===== src/rtl/lsu_pkg.sv =====
// Shared access-size encodings, FSM states and alignment helper for the MEM-stage LSU.
package lsu_pkg;

  localparam logic [2:0] DM_WORD   = 3'b000;
  localparam logic [2:0] DM_HALF   = 3'b001;
  localparam logic [2:0] DM_HALF_U = 3'b010;
  localparam logic [2:0] DM_BYTE   = 3'b011;
  localparam logic [2:0] DM_BYTE_U = 3'b100;

  typedef enum logic [1:0] {
    IDLE = 2'd0,
    BUSY = 2'd1,
    DONE = 2'd2
  } lsu_state_e;

  // Unknown encodings are treated as word accesses.
  function automatic logic is_misaligned(input logic [2:0] ty, input logic [1:0] off);
    case (ty)
      DM_BYTE, DM_BYTE_U: is_misaligned = 1'b0;
      DM_HALF, DM_HALF_U: is_misaligned = off[0];
      default:            is_misaligned = (off != 2'b00);
    endcase
  endfunction

endpackage


===== src/rtl/lsu_align.sv =====
// Combinational lane steering: store byte-enables/replication, load extract and extend.
// Zero latency; no flow control of its own.
module lsu_align
  import lsu_pkg::*;
(
  input  logic [2:0]  st_type_i,
  input  logic [1:0]  st_off_i,
  input  logic [31:0] st_data_i,
  output logic [3:0]  st_be_o,
  output logic [31:0] st_data_o,
  input  logic [2:0]  ld_type_i,
  input  logic [1:0]  ld_off_i,
  input  logic [31:0] ld_data_i,
  output logic [31:0] ld_data_o
);

  logic [7:0]  byte_lane;
  logic [15:0] half_lane;

  always_comb begin
    st_be_o   = 4'b1111;
    st_data_o = st_data_i;
    case (st_type_i)
      DM_HALF, DM_HALF_U: begin
        st_be_o   = st_off_i[1] ? 4'b1100 : 4'b0011;
        st_data_o = {2{st_data_i[15:0]}};
      end
      DM_BYTE, DM_BYTE_U: begin
        st_be_o   = 4'b0001 << st_off_i;
        st_data_o = {4{st_data_i[7:0]}};
      end
      default: ;
    endcase
  end

  always_comb begin
    case (ld_off_i)
      2'd0:    byte_lane = ld_data_i[7:0];
      2'd1:    byte_lane = ld_data_i[15:8];
      2'd2:    byte_lane = ld_data_i[23:16];
      default: byte_lane = ld_data_i[31:24];
    endcase
    half_lane = ld_off_i[1] ? ld_data_i[31:16] : ld_data_i[15:0];
    case (ld_type_i)
      DM_HALF:   ld_data_o = {{16{half_lane[15]}}, half_lane};
      DM_HALF_U: ld_data_o = {16'h0000, half_lane};
      DM_BYTE:   ld_data_o = {{24{byte_lane[7]}}, byte_lane};
      DM_BYTE_U: ld_data_o = {24'h000000, byte_lane};
      default:   ld_data_o = ld_data_i;
    endcase
  end

endmodule


===== src/rtl/mem_stage_lsu.sv =====
// MEM-stage load/store unit: one word-aligned req/ack bus access per instruction, >=2 stall cycles.
// Holds the pipeline via stall_o until ack or timeout; result shown for one DONE cycle.
module mem_stage_lsu
  import lsu_pkg::*;
#(
  parameter int unsigned TIMEOUT_CYCLES = 255
) (
  input  logic        clk,
  input  logic        rstn,
  input  logic        valid_i,
  input  logic        MemRead_i,
  input  logic        MemWrite_i,
  input  logic [2:0]  DMType_i,
  input  logic [31:0] addr_i,
  input  logic [31:0] wdata_i,
  output logic        mem_req,
  output logic        mem_we,
  output logic [31:0] mem_addr,
  output logic [31:0] mem_wdata,
  output logic [3:0]  mem_be,
  input  logic        mem_ack,
  input  logic [31:0] mem_rdata,
  output logic [31:0] dout,
  output logic        stall_o,
  output logic        misalign_o,
  output logic        bus_err_o
);

  lsu_state_e  state_q, state_d;
  logic        req_q, req_d, we_q, we_d, load_q, load_d, err_q, err_d;
  logic [31:0] addr_q, addr_d, wdata_q, wdata_d, data_q, data_d, cnt_q, cnt_d;
  logic [3:0]  be_q, be_d;
  logic [2:0]  type_q, type_d;
  logic [1:0]  off_q, off_d;

  logic        access;
  logic [3:0]  st_be;
  logic [31:0] st_data, ld_data;

  assign access = valid_i & (MemRead_i | MemWrite_i);

  lsu_align u_align (
    .st_type_i (DMType_i),
    .st_off_i  (addr_i[1:0]),
    .st_data_i (wdata_i),
    .st_be_o   (st_be),
    .st_data_o (st_data),
    .ld_type_i (type_q),
    .ld_off_i  (off_q),
    .ld_data_i (mem_rdata),
    .ld_data_o (ld_data)
  );

  always_comb begin
    state_d    = state_q;
    req_d      = req_q;
    we_d       = we_q;
    addr_d     = addr_q;
    wdata_d    = wdata_q;
    be_d       = be_q;
    type_d     = type_q;
    off_d      = off_q;
    load_d     = load_q;
    data_d     = data_q;
    err_d      = err_q;
    cnt_d      = cnt_q;
    stall_o    = 1'b0;
    misalign_o = 1'b0;
    case (state_q)
      IDLE: begin
        cnt_d  = 32'd0;
        err_d  = 1'b0;
        data_d = 32'd0;
        if (access) begin
          if (is_misaligned(DMType_i, addr_i[1:0])) begin
            misalign_o = 1'b1;
          end else begin
            stall_o = 1'b1;
            req_d   = 1'b1;
            // A load wins when both read and write are flagged.
            we_d    = ~MemRead_i;
            load_d  = MemRead_i;
            addr_d  = {addr_i[31:2], 2'b00};
            wdata_d = MemRead_i ? 32'd0 : st_data;
            be_d    = st_be;
            type_d  = DMType_i;
            off_d   = addr_i[1:0];
            state_d = BUSY;
          end
        end
      end
      BUSY: begin
        stall_o = 1'b1;
        cnt_d   = cnt_q + 32'd1;
        if (mem_ack) begin
          req_d   = 1'b0;
          data_d  = load_q ? ld_data : 32'd0;
          state_d = DONE;
        end else if (TIMEOUT_CYCLES != 0 && cnt_q + 32'd1 == TIMEOUT_CYCLES) begin
          req_d   = 1'b0;
          data_d  = 32'd0;
          err_d   = 1'b1;
          state_d = DONE;
        end
      end
      default: begin
        cnt_d   = 32'd0;
        state_d = IDLE;
      end
    endcase
  end

  always_ff @(posedge clk) begin
    if (rstn) begin
      state_q <= IDLE;
      req_q   <= 1'b0;
      we_q    <= 1'b0;
      addr_q  <= 32'd0;
      wdata_q <= 32'd0;
      be_q    <= 4'd0;
      type_q  <= DM_WORD;
      off_q   <= 2'd0;
      load_q  <= 1'b0;
      data_q  <= 32'd0;
      err_q   <= 1'b0;
      cnt_q   <= 32'd0;
    end else begin
      state_q <= state_d;
      req_q   <= req_d;
      we_q    <= we_d;
      addr_q  <= addr_d;
      wdata_q <= wdata_d;
      be_q    <= be_d;
      type_q  <= type_d;
      off_q   <= off_d;
      load_q  <= load_d;
      data_q  <= data_d;
      err_q   <= err_d;
      cnt_q   <= cnt_d;
    end
  end

  assign mem_req   = req_q;
  assign mem_we    = we_q;
  assign mem_addr  = addr_q;
  assign mem_wdata = wdata_q;
  assign mem_be    = be_q;
  assign dout      = (state_q == DONE) ? data_q : 32'd0;
  assign bus_err_o = (state_q == DONE) & err_q;

endmodule


===== config.mk =====
export PLATFORM = sky130hd
export DESIGN_NAME = mem_stage_lsu
export DESIGN_NICKNAME = d
export VERILOG_FILES = /design/src/rtl/lsu_pkg.sv /design/src/rtl/lsu_align.sv /design/src/rtl/mem_stage_lsu.sv
export SDC_FILE = /design/constraint.sdc
export NUM_CORES = 1
export LEC_CHECK = 0
export ABC_CLOCK_PERIOD_IN_PS = 2900
export CORE_ASPECT_RATIO = 0.7
export CORE_MARGIN = 10
export CORE_UTILIZATION = 35
export CTS_CLUSTER_DIAMETER = 30
export DETAILED_ROUTE_END_ITERATION = 8
export PLACE_DENSITY = 0.65
export SLEW_MARGIN = 25
export SYNTH_ARGS = -nofsm -noshare
export SYNTH_HDL_FRONTEND = slang
export SYNTH_SLANG_ARGS = --single-unit

===== constraint.sdc =====
create_clock -name clk -period 2.9 [get_ports clk]
set_input_delay 0.725 -clock clk [delete_from_list [all_inputs] [get_ports clk]]
set_output_delay 0.725 -clock clk [all_outputs]
set_load 0.01 [all_outputs]

==> results_tabular.tex <==
\begin{tabular}{lr}
\hline
Metric & Value \\
\hline
\multicolumn{2}{l}{\textbf{Run status}} \\
Run status & completed \\
\multicolumn{2}{l}{\textbf{Synthesis}} \\
Post-synthesis share of cell area spent on and, or, nand and nor gates & 25.4\% \\
Post-Synthesis Cells & 865 \\
Post-synthesis cell area & 0.00702 mm\^{}2 \\
Xor/xnor share of the synthesized area & 4.00\% \\
Count of flip-flops with a built-in enable after synthesis & 0 \\
Post-synthesis register bit count & 141 \\
Count of different cell masters after synthesis & 65 \\
Multiplexer area fraction after synthesis & under 10\% \\
Post-synth top flop & dfxtp\_1 \\
Arithmetic-cell share of the synthesized area counting full adders, half adders and majority gates & less than 1\% \\
Synth warnings & 0 \\
Synth Area per Inst & 8.11 um\^{}2 \\
Compound-gate portion of the synthesized area & 20.4\% \\
FFs w/ async S/R, synth & 0\% \\
Register area share after synthesis & 40.2\% \\
Main combinational cell family by area after synthesis & simple AND/OR/NAND/NOR gates \\
\multicolumn{2}{l}{\textbf{Worst setup path}} \\
Startpoint Class & flop \\
Critical path buffers and inverters & 3 \\
Worst path slowest cell & or3\_1 \\
CP delay by family, top & simple AND/OR/NAND/NOR gates \\
Most repeated library cell on the critical path & buf\_4 \\
First element of the critical path & cnt\_q[22] \\
Classification of the worst setup path & flop to flop \\
Largest driver fanout on the critical path & 31 \\
Cells traversed along the worst timing path & nand3\_1, buf\_4, or3\_1, nor4\_4, xnor2\_2, o211ai\_1, nor4\_2, buf\_4, o22ai\_2, buf\_12, o2bb2ai\_1 \\
Data arrival at the endpoint of the critical path & 3080 ps \\
Required time reported for the critical path endpoint & 3200 ps \\
Endpoint kind of the worst setup timing path & flop \\
R2R Path Start & cnt\_q[22] \\
Delay contributed by the slowest stage of the critical path & 400 ps \\
\multicolumn{2}{l}{\textbf{Routing}} \\
Average detailed-routed wire length per instance & 17.8 um \\
Router iterations before antenna repair & 6 \\
Detail Route Antenna Nets & 0 \\
Residual DRC count & 0 \\
Drt initial violations & 645 \\
Total via count after detailed routing & just over 7k \\
WL final & 24300 um \\
Detail-routed via count per cell & 5.22 \\
\multicolumn{2}{l}{\textbf{Die}} \\
Count of pins on the block boundary & 210 \\
Total Die Area & 0.0262 mm\^{}2 \\
Total number of placement rows & 43 \\
Chip Width & about 190 um \\
Core Box Area & 0.0197 mm\^{}2 \\
Vert. Die Dim & 138 um \\
Effective utilization at floorplan & 35.5\% \\
\multicolumn{2}{l}{\textbf{STA}} \\
Time the final worst path needs with I/O delays and setup & 2780 ps \\
Setup Viol. Count Final & 0 \\
Worst hold slack across all endpoints & 449 ps \\
Final Hold Fails & 0 \\
Share of the clock period used by the worst path & about 96\% \\
RSZ-0062 raised after global routing & no \\
Transition time of the tightest slew-check pin & 988 ps \\
Clock skew & 16.1 ps \\
Tightest slew margin relative to the limit & 34.2\% \\
Max frequency & approximately 360 MHz \\
Summed negative setup slack over all endpoints & 0 ps \\
Pins Over Slew Limit & 0 \\
\multicolumn{2}{l}{\textbf{Placed design}} \\
Placer congestion estimate & 0.885 \\
Count of port buffers added during placement & 207 \\
Placed Cells incl. Taps & 1332 \\
HPWL after DPL & 17500 um \\
\multicolumn{2}{l}{\textbf{Clock network}} \\
Root buffer cell & clkbuf\_16 \\
Reg clk slew, reported paths & 60 ps \\
Cts bufs inserted & 17 \\
CTS tree & yes \\
Maximum count of clock buffers along a single path & 2 \\
Number of sinks on the clock net & 141 \\
Count of H-tree levels built during CTS & 4 \\
Number of buffers added to fix hold violations after cts & 0 \\
Worst-Skew Late Latency & $\sim$420 ps \\
\multicolumn{2}{l}{\textbf{Global route}} \\
Pin count of the biggest net entering global routing & 98 \\
Final global-route overflow total & 0 \\
Met3 Resource Use GR & 9.05\% \\
Wire length of the first global-routing pass & about 38000 um \\
Via count of the first global-routing pass & 6621 \\
GR peak layer & met2 \\
GR met1 Demand/Resource & approximately a quarter \\
Met2 Usage GRT & 24.5\% \\
Initial antenna violation count & 1 \\
Combined global-route utilization of all metal layers & between 10\% and 20\% \\
\multicolumn{2}{l}{\textbf{Cells and area}} \\
Final layout net count & 1192 \\
Share of cells above drive strength 1 & 13.0\% \\
Synthesis-to-layout area growth & 46.7\% \\
Filler-free cell count of the finished design & 1366 \\
Total inserted antenna cells & 0 \\
Filler Cell Count & 1856 \\
\multicolumn{2}{l}{\textbf{Hold path}} \\
Class of the most critical hold timing path & flop to flop \\
Hold Startpoint & mem\_wdata[6] \\
\multicolumn{2}{l}{\textbf{Pwr}} \\
Leakage power of the design & 3.69 nW \\
Pwr Total & 0.00485 W \\
Largest voltage drop on the vdd net & 0.318 mV \\
Power per standard cell area & approximately 470 mW/mm\^{}2 \\
\multicolumn{2}{l}{\textbf{Run}} \\
Max-cap check violation count & 0 \\
\hline
\end{tabular}
[synthesized netlist by cell type, types with 8 or more instances]
| cell | n | area (um^2) |
|---|---|---|
| clkbuf_1 | 47 | 176 |
| and3_1 | 8 | 50.1 |
| dfxtp_1 | 141 | 2820 |
| a22o_1 | 9 | 78.8 |
| nand2_1 | 109 | 409 |
| and2_1 | 39 | 244 |
| mux2_2 | 9 | 101 |
| nand3b_1 | 10 | 75.1 |
| o22ai_1 | 10 | 62.6 |
| nor4_1 | 12 | 75.1 |
| nor3_1 | 29 | 145 |
| mux2i_1 | 14 | 140 |
| inv_1 | 8 | 30.0 |
| a21oi_1 | 92 | 460 |
| nor2_1 | 112 | 420 |
| o21ai_0 | 16 | 80.1 |
| o2bb2ai_1 | 28 | 245 |
| o21a_1 | 8 | 60.1 |
| nand3_1 | 18 | 90.1 |
| nand4_1 | 11 | 68.8 |
| xnor2_1 | 11 | 96.3 |
| xor2_1 | 21 | 184 |
[worst reg2reg max path, stage by stage (launching register included)]
cell       delay [ps]
dfxtp_2           350
nand3_1           130
buf_4             180
or3_1             400
nor4_4            340
xnor2_2           170
o211ai_1          150
nor4_2            340
buf_4             180
o22ai_2            80
buf_12            180
o2bb2ai_1         150
[flip-flops by register name, indices dropped and copies added (netlist names)]
signal,flops
cnt_q,32
data_q,32
mem_wdata,32
mem_addr,30
mem_be,4
type_q,3
off_q,2
state_q,2
err_q,1
load_q,1
mem_req,1
mem_we,1
[logic make-up (layout without fill, tap and decap cells)]
| family | after synthesis | in the layout |
|---|---|---|
| compound gates | 212 | 212 |
| xor+xnor | 32 | 32 |
| fa+ha+maj | 2 | 2 |
| buf+inv | 79 | 309 |
| flops | 141 | 141 |
| mux | 26 | 26 |
| other cells | 1 | 2 |
| simple gates | 372 | 372 |
[power by group]
group	switching (W)	leakage, nW	internal [W]
Combinational	0.000372	2.28	0.000366
Clock	0.000854	0.263	0.00124
Sequential	0.0000338	1.14	0.00199
[stage by stage]
stage	instance area (um^2)	setup slack, ps	util (%)
3_5_place_dp	9610	-415	48.7
3_3_place_gp	9610	-390	48.7
6_report	10300	121	52.1
2_1_floorplan	7020	64.8	-
4_1_cts	10200	16.1	51.5
5_1_grt	10300	8.15	52.1
[placed cells by master, fill, tap and decap left out, types with 3 or more instances in the layout]
| master | instances |
|---|---|
| clkbuf_8 | 3 |
| nor2_1 | 111 |
| inv_1 | 8 |
| a221oi_1 | 6 |
| buf_12 | 4 |
| o2bb2ai_2 | 3 |
| buf_4 | 60 |
| a22o_1 | 9 |
| dfxtp_2 | 4 |
| mux2_2 | 9 |
| a211oi_1 | 7 |
| a21oi_1 | 92 |
| o21ai_1 | 4 |
| nand4_1 | 11 |
| nor3_1 | 28 |
| xor2_1 | 21 |
| nand3b_1 | 10 |
| nor4_1 | 11 |
| o2bb2ai_1 | 28 |
| nor4_2 | 3 |
| clkbuf_16 | 17 |
| and3_1 | 8 |
| clkdlybuf4s50_1 | 202 |
| clkinvlp_4 | 4 |
| o22ai_1 | 10 |
| o21a_1 | 8 |
| and2_1 | 39 |
| nand2_1 | 109 |
| o21ai_0 | 14 |
| xnor2_1 | 10 |
| nand3_2 | 3 |
| nand3_1 | 14 |
| a31oi_1 | 4 |
| nor2b_1 | 4 |
| a222oi_1 | 7 |
| nand2b_1 | 4 |
| mux4_2 | 3 |
| dfxtp_1 | 137 |
| mux2i_1 | 14 |
[worst paths after layout]
check                 end  slack (ps)  cells after the start
max reg2reg     data_q[5]         120                     11
min          mem_wdata[6]         450                      2
min reg2reg  mem_wdata[6]         450                      2
max             data_q[5]         120                     11
[what timing repair did]
action / CTS / global route
pin swaps: 1 / 7
resized for setup: 8 / 20
endpoints found under the hold margin: 0 / 0
setup endpoints to repair: 2 / 35
buffers inserted: 0 / 4
[routing by layer]
layer  up-vias  share of wire [%]
met2       301                 41
li1       3500                  -
met5         -              0.049
met1      3312                 46
met3        18                 12
met4         2               0.71
[layout make-up]
type                            instances  area (um^2)  area share (%)
Timing Repair Buffer                  271         2600            25.3
Clock inverter                          9         87.6           0.851
Clock buffer                           21          470            4.57
Multi-Input combinational cell        646         3940            38.3
Sequential cell                       141         2830            27.5
Tap cell                              270          338            3.28
Inverter                                8         30.0           0.292
Power figures use the tool's default switching activity.
